--- config.mk ---
export PLATFORM = sky130hd
export DESIGN_NAME = bcd_timer_counter
export DESIGN_NICKNAME = d
export VERILOG_FILES = /design/src/rtl/counter_pkg.sv /design/src/rtl/seg7_decoder.sv /design/src/rtl/bcd_timer_counter.sv
export SDC_FILE = /design/constraint.sdc
export NUM_CORES = 1
export LEC_CHECK = 0
export CAP_MARGIN = 15
export CORE_MARGIN = 4
export CORE_UTILIZATION = 59
export DETAILED_ROUTE_END_ITERATION = 10
export GPL_TIMING_DRIVEN = 1
export PLACE_DENSITY_LB_ADDON = 0.08
export SETUP_SLACK_MARGIN = 0.4
export SLEW_MARGIN = 0
export SYNTH_ARGS = -nofsm -noshare
export SYNTH_HDL_FRONTEND = slang
export SYNTH_SLANG_ARGS = --single-unit
--- constraint.sdc ---
create_clock -name clk_i -period 6.6 [get_ports clk_i]
set_input_delay 0.99 -clock clk_i [delete_from_list [all_inputs] [get_ports clk_i]]
set_output_delay 0.99 -clock clk_i [all_outputs]
set_load 0.03 [all_outputs]
--- src/rtl/counter_pkg.sv ---
// Shared types, 7-segment patterns and elaboration helpers for the BCD timer.
package counter_pkg;

    typedef logic [3:0] bcd_digit_t;

    // Active-low segments, bit order a..g with a in the MSB.
    localparam logic [6:0] SEG_0     = 7'b0000001;
    localparam logic [6:0] SEG_1     = 7'b1001111;
    localparam logic [6:0] SEG_2     = 7'b0010010;
    localparam logic [6:0] SEG_3     = 7'b0000110;
    localparam logic [6:0] SEG_4     = 7'b1001100;
    localparam logic [6:0] SEG_5     = 7'b0100100;
    localparam logic [6:0] SEG_6     = 7'b0100000;
    localparam logic [6:0] SEG_7     = 7'b0001111;
    localparam logic [6:0] SEG_8     = 7'b0000000;
    localparam logic [6:0] SEG_9     = 7'b0000100;
    localparam logic [6:0] SEG_BLANK = 7'b1111111;

    localparam int MAX_DIGITS = 6;

    function automatic int prescaler_width(input int clk_hz, input int tick_hz);
        return $clog2(clk_hz / tick_hz);
    endfunction

    // Elaboration-time only: turns a parameter value into packed BCD.
    function automatic logic [4*MAX_DIGITS-1:0] int_to_bcd(input int value);
        logic [4*MAX_DIGITS-1:0] r;
        int v;
        r = '0;
        v = value;
        for (int k = 0; k < MAX_DIGITS; k++) begin
            r[4*k +: 4] = 4'(v % 10);
            v = v / 10;
        end
        return r;
    endfunction

endpackage

--- src/rtl/seg7_decoder.sv ---
// Single-digit BCD to active-low 7-segment decoder with a blanking input.
module seg7_decoder
    import counter_pkg::*;
(
    input  bcd_digit_t  bcd_i,
    input  logic        blank_i,
    output logic [6:0]  seg_o
);

    always_comb begin
        seg_o = SEG_BLANK;
        if (!blank_i) begin
            case (bcd_i)
                4'd0:    seg_o = SEG_0;
                4'd1:    seg_o = SEG_1;
                4'd2:    seg_o = SEG_2;
                4'd3:    seg_o = SEG_3;
                4'd4:    seg_o = SEG_4;
                4'd5:    seg_o = SEG_5;
                4'd6:    seg_o = SEG_6;
                4'd7:    seg_o = SEG_7;
                4'd8:    seg_o = SEG_8;
                4'd9:    seg_o = SEG_9;
                default: seg_o = SEG_BLANK;
            endcase
        end
    end

endmodule

--- src/rtl/bcd_timer_counter.sv ---
// Prescaled modulo-N BCD up/down counter with per-digit 7-segment outputs.
// Define BCD_TIMER_LZ_BLANK_EN to blank leading zero digits on hex_o.
module bcd_timer_counter
    import counter_pkg::*;
#(
    parameter int CLK_HZ  = 50_000_000,
    parameter int TICK_HZ = 1,
    parameter int DIGITS  = 2,
    parameter int MODULO  = 60
) (
    input  logic                clk_i,
    input  logic                rst_ni,
    input  logic                enable_i,
    input  logic                up_i,
    input  logic                clear_i,
    input  logic                load_i,
    input  logic [4*DIGITS-1:0] load_val_i,
    output logic [4*DIGITS-1:0] count_bcd_o,
    output logic [7*DIGITS-1:0] hex_o,
    output logic                tick_o,
    output logic                wrap_o
);

    localparam int DIV = CLK_HZ / TICK_HZ;
    localparam int PW  = prescaler_width(CLK_HZ, TICK_HZ);
    localparam int NW  = 4 * DIGITS;
    localparam logic [PW-1:0] PRESC_TC = PW'(DIV - 1);
    localparam logic [4*MAX_DIGITS-1:0] MAX_BCD_FULL = int_to_bcd(MODULO - 1);
    localparam logic [NW-1:0] MAX_BCD = MAX_BCD_FULL[NW-1:0];

    logic [PW-1:0] presc_q, presc_d;
    logic [NW-1:0] count_q, count_d;
    logic          tick_q, tick_d;
    logic          wrap_q, wrap_d;

    logic [NW-1:0] inc_bcd, dec_bcd;
    logic          carry, borrow;
    logic          at_max, at_zero, load_ok;

    always_comb begin
        inc_bcd = count_q;
        carry   = 1'b1;
        for (int k = 0; k < DIGITS; k++) begin
            if (carry) begin
                if (count_q[4*k +: 4] == 4'd9) begin
                    inc_bcd[4*k +: 4] = 4'd0;
                end else begin
                    inc_bcd[4*k +: 4] = count_q[4*k +: 4] + 4'd1;
                    carry = 1'b0;
                end
            end
        end
    end

    always_comb begin
        dec_bcd = count_q;
        borrow  = 1'b1;
        for (int k = 0; k < DIGITS; k++) begin
            if (borrow) begin
                if (count_q[4*k +: 4] == 4'd0) begin
                    dec_bcd[4*k +: 4] = 4'd9;
                end else begin
                    dec_bcd[4*k +: 4] = count_q[4*k +: 4] - 4'd1;
                    borrow = 1'b0;
                end
            end
        end
    end

    assign at_max  = (count_q == MAX_BCD);
    assign at_zero = (count_q == '0);

    // Once every nibble is a valid digit, packed-BCD order matches numeric order.
    always_comb begin
        load_ok = (load_val_i <= MAX_BCD);
        for (int k = 0; k < DIGITS; k++) begin
            if (load_val_i[4*k +: 4] > 4'd9) load_ok = 1'b0;
        end
    end

    always_comb begin
        count_d = count_q;
        presc_d = presc_q;
        tick_d  = 1'b0;
        wrap_d  = 1'b0;
        if (clear_i) begin
            count_d = '0;
            presc_d = '0;
        end else if (load_i) begin
            count_d = load_ok ? load_val_i : '0;
            presc_d = '0;
        end else if (enable_i) begin
            if (presc_q == PRESC_TC) begin
                presc_d = '0;
                tick_d  = 1'b1;
                if (up_i) begin
                    count_d = at_max ? '0 : inc_bcd;
                    wrap_d  = at_max;
                end else begin
                    count_d = at_zero ? MAX_BCD : dec_bcd;
                    wrap_d  = at_zero;
                end
            end else begin
                presc_d = presc_q + PW'(1);
            end
        end
    end

    always_ff @(posedge clk_i or negedge rst_ni) begin
        if (!rst_ni) begin
            presc_q <= '0;
            count_q <= '0;
            tick_q  <= 1'b0;
            wrap_q  <= 1'b0;
        end else begin
            presc_q <= presc_d;
            count_q <= count_d;
            tick_q  <= tick_d;
            wrap_q  <= wrap_d;
        end
    end

    logic [DIGITS-1:0] blank;

`ifdef BCD_TIMER_LZ_BLANK_EN
    // Digit k blanks only when it and every digit above it are zero.
    logic upper_zero;
    always_comb begin
        blank      = '0;
        upper_zero = 1'b1;
        for (int k = DIGITS - 1; k >= 1; k--) begin
            upper_zero = upper_zero & (count_q[4*k +: 4] == 4'd0);
            blank[k]   = upper_zero;
        end
    end
`else
    assign blank = '0;
`endif

    for (genvar g = 0; g < DIGITS; g++) begin : g_digit
        seg7_decoder u_seg (
            .bcd_i   (count_q[4*g +: 4]),
            .blank_i (blank[g]),
            .seg_o   (hex_o[7*g +: 7])
        );
    end

    assign count_bcd_o = count_q;
    assign tick_o      = tick_q;
    assign wrap_o      = wrap_q;

endmodule
==> results of run 1 <==
## registers in the layout, indices dropped and copies added (netlist names)
| signal | count |
|---|---|
| wrap_o | 1 |
| presc_q | 26 |
| count_bcd_o | 8 |
| tick_o | 1 |
## path summary, 6_finish.rpt
kind / startpoint / to / slack [ns]
worst max register to register: presc_q[0]$_DFFE_PN0P_ / count_bcd_o[5]$_DFFE_PN0P_ / 4.15
worst min-delay path: presc_q[21]$_DFFE_PN0P_ / presc_q[21]$_DFFE_PN0P_ / 0.54
min in group asynchronous: rst_ni / presc_q[4]$_DFFE_PN0P_ / 1.11
worst max-delay path: count_bcd_o[1]$_DFFE_PN0P_ / hex_o[3] / 3.21
worst min register to register: presc_q[21]$_DFFE_PN0P_ / presc_q[21]$_DFFE_PN0P_ / 0.54
max in group asynchronous: rst_ni / presc_q[12]$_DFFE_PN0P_ / 5.17
## report_power, final
group          total, mW  switching (mW)  internal, mW
sequential         0.234          0.0103         0.224
combinational      0.147          0.0847        0.0620
clock              0.192          0.0800         0.112
## layer usage
metal  vias up  GRT usage
met5         -          0
met4         0     0.0870
li1       1206          -
met3        14     0.0414
met1      1122      0.289
met2        79      0.422
## logic make-up (layout without fill, tap and decap cells)
| logic type | Yosys count | count (layout) |
|---|---|---|
| multiplexers | 7 | 7 |
| adder cells (fa/ha/maj) | 11 | 11 |
| flip-flops | 36 | 36 |
| AND/OR/NAND/NOR | 144 | 144 |
| buffers and inverters | 21 | 55 |
| XOR/XNOR | 23 | 23 |
| AO/OA/AOI/OAI | 69 | 69 |
## critical path, cell delays in order (launching register included)
cell and delay, ns:
dfrtp_1 0.51, inv_1 0.17, ha_1 0.25, or2_2 0.30
a21oi_1 0.20, a31oi_1 0.07, clkdlybuf4s50_1 0.62
## per-stage QoR
| stage | setup slack (ns) | hold slack [ns] | cell area (um2) | total power, mW |
|---|---|---|---|---|
| after floorplan | 3.72 | 0.488 | 2630 | 0.328 |
| after global placement | 3.62 | 0.520 | 3010 | 0.383 |
| after detailed placement | 3.55 | 0.528 | 3010 | 0.385 |
| after CTS | 3.24 | 0.538 | 3120 | 0.574 |
| after global routing | 3.07 | 0.557 | 3120 | 0.599 |
| final | 3.21 | 0.541 | 3120 | 0.573 |
## cells in the mapped netlist (all sizes together), types with 2 or more instances
library cell and count:
nand2 30, and2 4, nor3b 2, o311ai 2, a311o 2, o311a 3, inv 7, and3 4
o21ai 15, nor2 39, nand4 9, mux2 3, o211ai 2, o22ai 2, a31oi 7, a211oi 2
a21o 3, clkbuf 8, a21oi 19, nand3 14, xnor2 4, dfrtp 36, nor4 6, and4bb 2
mux2i 4, xor2 19, nand3b 4, and4 5, o31ai 2, o31a 2, ha 11, nor3 7
or2 4, nand2b 6, buf 4, clkinv 2
## layout make-up
| class | count | share of cell area |
|---|---|---|
| well taps | 50 | 0.0200 |
| repair buffers | 38 | 0.121 |
| flip-flops and latches | 36 | 0.289 |
| inverters | 9 | 0.0108 |
| clock inverters | 3 | 0.0136 |
| multi-input cells | 254 | 0.524 |
| clock buffers | 5 | 0.0221 |
==> impl_metrics.ini, run 1 <==
[run_status]
status = finished, final reports clean

[routing]
wl_um = 6120
post_drt_wl_per_cell_um = 15.5
top_layer = met4
met2_length_um = 3100
drtPass1Iterations = 4
ant_nets = 0
vias = 2421
first_iter_violations = 128
met1Wirelength_um = 2560
met3_length_um = 337
drc = 0
viasPerCell = 6.13

[logic_synthesis]
synth_edf_count = 0
synth_mux_area_frac = 0.0281
synthAdderAreaFrac = 0.0524
yosysTopAreaCell = dfrtp_1
ys_types = 58
yosysSeqAreaShare = 0.343
yosys_register_bits = 36
synth_compound_gate_area_share = 0.174
yosysWarnings = 0
synth-xor-area-share = 0.0767
synth_simple_gate_area_frac = 0.291
syn_inst = 311
synthFlopType = dfrtp_1
syn_nets = 336
synth_area_per_cell_um2 = 8.44
yosys-top-cells-area = dfrtp_1 (34%), xor2_1 (6.3%), nor2_1 (5.6%)
syn_area_mm2 = 0.00263
synthDominantCellAreaShare = 0.343
synth_top_family_by_area = simple AND/OR/NAND/NOR gates
async_reset_ff_frac = 1.00

[clock_network]
clockBufferDepth = 2
cts_setup_buffers = 0
path_clk_slew_ns = 0.07
cts_max_level = 2
holdBufCountCts = 0
cts_tree = built
numCtsBuffers = 5
cts.sinks = 36
clockRootBuffer = clkbuf_8
clk_latency_ns = 0.29
cts_resized = 0

[power]
ir_worst_vdd_mv = 0.168
p_per_area_mw_per_mm2 = 184
power.leakage_nw = 1.28

[setup_path]
arrival_ns = 2.40
critPathMaxFanout = 9
r2r_cells = 6
setup.worst_path.end_class = output pin
path_class = reg -> out
crit_path_start_kind = flip-flop
worst_ep_required_time_ns = 5.61

[grt]
grt_pass1_vias = 2336
grt_pass1_wl_um = 10400
track_usage = 0.238
grt_overflow = 0
grt_antenna_before_repair = 0
grt_max_degree = 37

[die]
dieWidth_um = 74.7
coreArea_mm2 = 0.00414
io_pins = 38
initial_utilization = 0.633
die-area_mm2 = 0.00558
rows = 23
die_h_um = 74.7

[sta]
clock_skew_ns = 0.00664
fmax_mhz = 295
hold_violations = 0
worstMarginPinSlew_ns = 0.564
period_needed_ns = 3.39
rsz0062_at_grt = no
finalCritPeriodShare = 0.514
drv_slew = 0
setup-tns-final_ns = 0
slew-limit-headroom = 0.621
setup_viol = 0

[place]
port_buffers = 37
placedCellCount = 387
routabilityCongestion = 0.859
dp_hpwl_um = 4460

[final_layout]
area_delta_synth_final_pct = 18.9
nFillCells = 322
multi_input_area_mm2 = 0.00163
drive_gt1_frac = 0.0638
final_cell_mix = nor2_1 (39), clkdlybuf4s50_1 (37), dfrtp_1 (36), nand2_1 (29), xor2_1 (19)
layout_commonest_cell = nor2_1
n_antenna_cell = 0
stdcell_count = 395
final_util = 0.753
regArea_um2 = 901
nets = 369

[run]
maxCapViolations = 0

[min_path]
hold_depth = 1
hold_path.class = reg -> reg
Power figures use the tool's default switching activity.
==> run 2, diff against run 1 <==
Settings changed: CORE_UTILIZATION 59 to 55.
Clock period 6.6 ns to 3.4 ns, I/O delays scaled along.
==> run 2 against run 1 <==
Compared with the run above:
- non-clock buffer count did not move
- final cell count is 0.51% higher
- cell area increased by 0.12%
- critical path type unchanged
- largest power group unchanged
==> impl_metrics.ini, run 2 (same netlist as run 1, synthesis figures left out) <==
[clock_network]
cts.sinks = 36
cts_resized = 0
cts_max_level = 2
clockRootBuffer = clkbuf_8
clockBufferDepth = 2
clk_latency_ns = 0.29
holdBufCountCts = 0
numCtsBuffers = 5
cts_setup_buffers = 0
path_clk_slew_ns = 0.07
cts_tree = built

[final_layout]
drive_gt1_frac = 0.0667
final_cell_mix = nor2_1 (39), clkdlybuf4s50_1 (37), dfrtp_1 (35), nand2_1 (29), xor2_1 (19)
nets = 369
top_register = presc_q
area_delta_synth_final_pct = 19.0
layout_commonest_cell = nor2_1
nFillCells = 359
n_antenna_cell = 0
largest_register_ff_count = 26
final_util = 0.698

[routing]
post_drt_wl_per_cell_um = 15.3
drtPass1Iterations = 5
first_iter_violations = 137
ant_nets = 0
drc = 0
wl_um = 6070
vias = 2417
viasPerCell = 6.09

[power]
power.leakage_nw = 1.28
internal_power_mw = 0.772
p_sw_frac = 0.305
p_per_area_mw_per_mm2 = 356
comb_power_share = 0.255
seqPwrFrac = 0.410
power.switching_mw = 0.339
ir_worst_vdd_mv = 0.242
clkPwrFrac = 0.334

[grt]
track_usage = 0.210
grt_max_degree = 37
grt_pass1_wl_um = 10400
grt_antenna_before_repair = 0
grt_overflow = 0
grt_pass1_vias = 2202

[sta]
hold_violations = 0
clock_skew_ns = 0.00381
fmax_mhz = 350
drv_slew = 0
setup_viol = 0
period_needed_ns = 2.86
slew-limit-headroom = 0.610
finalCritPeriodShare = 0.841
worstMarginPinSlew_ns = 0.580
setup-tns-final_ns = 0
rsz0062_at_grt = no
finalWorstSetupSlack_ns = 0.541

[setup_path]
critPathMaxFanout = 9
worst_ep_required_time_ns = 2.89
worstReg2RegStart = count_bcd_o[0]$_DFFE_PN0P_
crit_path_start_kind = flip-flop
setup.worst_path.end_class = output pin
path_class = reg -> out
r2r_end = count_bcd_o[5]$_DFFE_PN0P_
regToRegSetupSlack_ns = 0.90
arrival_ns = 2.35
r2r_cells = 7

[die]
coreArea_mm2 = 0.00447
die-area_mm2 = 0.00594
rows = 24
die_h_um = 77.1
dieWidth_um = 77.1
initial_utilization = 0.587
io_pins = 38

[run]
maxCapViolations = 0

[min_path]
hold_depth = 1
hold_path.class = reg -> reg
hold-path-endpoint = presc_q[24]$_DFFE_PN0P_
hp-start = presc_q[24]$_DFFE_PN0P_

[run_status]
status = finished, final reports clean

[place]
place_ws_ns = 0.854
port_buffers = 37
dp_hpwl_um = 4440
routabilityCongestion = 0.854
-- run 2: cell counts in the layout (fill, tap and decap cells not counted) --
No cell type changed its count.
-- run 2: critical path, cell delays in order (launching register included) --
cell and delay, ns:
dfrtp_1 0.50, inv_1 0.15, ha_1 0.24, or2_2 0.30, a21oi_1 0.19, a31oi_1 0.06
clkdlybuf4s50_1 0.62
-- run 2: layer usage --
metal,track usage,vias to the layer above,routed length (um)
met5,0,-,0
met4,0.0480,0,48
met3,0.0328,5,282
met2,0.369,66,3110
met1,0.270,1146,2630
li1,-,1200,-
-- run 2: power by group through the flow --
stage / combinational [mW] / clock (mW) / sequential, mW
after floorplan: 0.169 / 0 / 0.467
after global placement: 0.283 / 0 / 0.463
after detailed placement: 0.285 / 0 / 0.463
after CTS: 0.286 / 0.379 / 0.455
after global routing: 0.310 / 0.395 / 0.458
final: 0.284 / 0.371 / 0.456
-- run 2: worst max path at each step --
stage	end	start	depth (start not counted)
2_1_floorplan	hex_o[2]	count_bcd_o[1]$_DFFE_PN0P_	4
3_3_place_gp	hex_o[9]	count_bcd_o[6]$_DFFE_PN0P_	4
3_5_place_dp	hex_o[8]	count_bcd_o[6]$_DFFE_PN0P_	4
4_1_cts	hex_o[9]	count_bcd_o[6]$_DFFE_PN0P_	4
5_1_grt	hex_o[3]	count_bcd_o[1]$_DFFE_PN0P_	6
6_report	hex_o[3]	count_bcd_o[1]$_DFFE_PN0P_	6
-- run 2: metrics by stage --
stage               hold WS [ns]  power [mW]  area, um2  cells
floorplan                  0.214       0.636       2630    311
global placement           0.531       0.745       3010    389
detailed placement         0.532       0.748       3010    389
CTS                        0.543        1.12       3120    397
global route               0.568        1.16       3120    397
finish                     0.551        1.11       3120    397
-- run 2: final cells by class --
| type | instances | area [um2] | area share |
|---|---|---|---|
| clock inverter | 3 | 42.5 | 0.0136 |
| inverter | 9 | 33.8 | 0.0108 |
| timing repair buffer | 38 | 378 | 0.121 |
| clock buffer | 5 | 68.8 | 0.0220 |
| multi-input combinational | 254 | 1630 | 0.523 |
| sequential | 36 | 902 | 0.289 |
| tap | 52 | 65.1 | 0.0208 |
==> run 3, diff against run 2 <==
Clock period 3.4 ns to 2.9 ns, I/O delays scaled along.
==> run 3 against run 2 <==
Compared with the run above:
- global-route usage up 0.75 points
- setup slack worse by 0.022 ns
- register-to-register slack worse by 0.30 ns
- clock-buffer cell count unchanged
- critical endpoint unchanged
- largest cell class unchanged
==> impl_metrics.ini, run 3 (same netlist as run 1, synthesis figures left out) <==
[clock_network]
path_clk_slew_ns = 0.07
cts_max_level = 2
cts.sinks = 36
clockBufferDepth = 2
numCtsBuffers = 5
clockRootBuffer = clkbuf_8
clk_latency_ns = 0.28
cts_tree = built
holdBufCountCts = 0

[sta]
finalCritPeriodShare = 0.821
setup_viol = 0
rsz0062_at_grt = no
fmax_mhz = 420
drv_slew = 0
hold_violations = 0
slew-limit-headroom = 0.660
period_needed_ns = 2.38
worstMarginPinSlew_ns = 0.506
setup-tns-final_ns = 0
finalWorstSetupSlack_ns = 0.520
clock_skew_ns = 0.00404

[grt]
grt_overflow = 0
grt_pass1_wl_um = 10800
grt_antenna_before_repair = 0
track_usage = 0.217
grt_pass1_vias = 2278
grt_max_degree = 37

[setup_path]
crit_path_top_delay_cell = dfrtp_2
worstReg2RegStart = count_bcd_o[4]$_DFFE_PN0P_
path_class = reg -> out
setup.worst_path.end_class = output pin
path_cells = inv_1, ha_1, or2_2, a21oi_1, a31oi_1, dlygate4sd2_1
critPathMaxFanout = 5
regToRegSetupSlack_ns = 0.60
crit_path_start_kind = flip-flop
critical-path-max-stage-delay_ns = 0.40
worst_ep_required_time_ns = 2.47
arrival_ns = 1.95
worstSetupStartpoint = count_bcd_o[1]$_DFFE_PN0P_

[final_layout]
stdcell_count = 404
drive_gt1_frac = 0.102
largest_register_ff_count = 26
layout_commonest_cell = nor2_1
final_cell_mix = nor2_1 (39), dfrtp_1 (31), nand2_1 (29), clkdlybuf4s50_1 (24), xor2_1 (19)
top_register = presc_q
nets = 376
area_delta_synth_final_pct = 20.1
n_antenna_cell = 0

[routing]
ant_nets = 0
drtPass1Iterations = 4
vias = 2455
viasPerCell = 6.08
wl_um = 6150
post_drt_wl_per_cell_um = 15.2
drc = 0
first_iter_violations = 126

[place]
dp_hpwl_um = 4490
port_buffers = 37
routabilityCongestion = 0.839
placedCellCount = 394
place_ws_ns = 0.399

[power]
p_per_area_mw_per_mm2 = 382
power.leakage_nw = 1.36
report.power.total_mw = 1.20
ir_worst_vdd_mv = 0.331

[die]
dieWidth_um = 77.1
initial_utilization = 0.587
coreArea_mm2 = 0.00447
die_h_um = 77.1
io_pins = 38
die-area_mm2 = 0.00594
rows = 24

[run]
maxCapViolations = 0

[run_status]
status = finished, final reports clean

[min_path]
hold_path.class = in -> async
==> run 3: final cells by class <==
cell class | instances | area (um2)
Timing Repair Buffer | 45 | 423
Tap cell | 52 | 65.1
Clock inverter | 3 | 18.8
Inverter | 9 | 35.0
Multi-Input combinational cell | 254 | 1630
Fill cell | 367 | 1320
Sequential cell | 36 | 907
Clock buffer | 5 | 68.8
==> run 3: repair_timing <==
action,4_1_cts,5_1_grt
buffers inserted,0,2
gates cloned,0,0
gates resized for setup,14,8
setup endpoints to repair,11,10
==> run 3: path summary, 6_finish.rpt <==
check	endpoint	cells past startpoint
setup / recovery	hex_o[3]	6
hold / removal	presc_q[7]$_DFFE_PN0P_	2
setup reg to reg	count_bcd_o[6]$_DFFE_PN0P_	7
hold reg to reg	presc_q[20]$_DFFE_PN0P_	2
max in group asynchronous	count_bcd_o[5]$_DFFE_PN0P_	2
min in group clk_i	presc_q[20]$_DFFE_PN0P_	2
==> run 3: report_power, final <==
group          switching [mW]  internal, mW
sequential             0.0120         0.511
clock                   0.175         0.167
combinational           0.206         0.134
==> run 3: metal layers <==
metal  routed length (um)  GRT usage  vias to the layer above
met5                    0          0                        -
li1                     -          -                     1219
met2                 2920      0.352                       66
met1                 2870      0.296                     1156
met4                  107     0.0676                        0
met3                  252     0.0375                       14
==> run 3: metrics by stage <==
| step | util | hold WS, ns | instance area, um2 |
|---|---|---|---|
| 6_report | 0.704 | 0.559 | 3150 |
| 2_1_floorplan | - | 0.139 | 2630 |
| 5_1_grt | 0.704 | 0.583 | 3150 |
| 3_5_place_dp | 0.681 | 0.544 | 3050 |
| 4_1_cts | 0.699 | 0.555 | 3130 |
| 3_3_place_gp | 0.681 | 0.526 | 3050 |
==> run 3: critical path: cells and delay by family, from the launching register on <==
kind	cells	cell delay, ns
buffers and inverters	2	0.47
flip-flops	1	0.40
AND/OR/NAND/NOR	1	0.31
AO/OA/AOI/OAI	2	0.25
adder cells (fa/ha/maj)	1	0.24
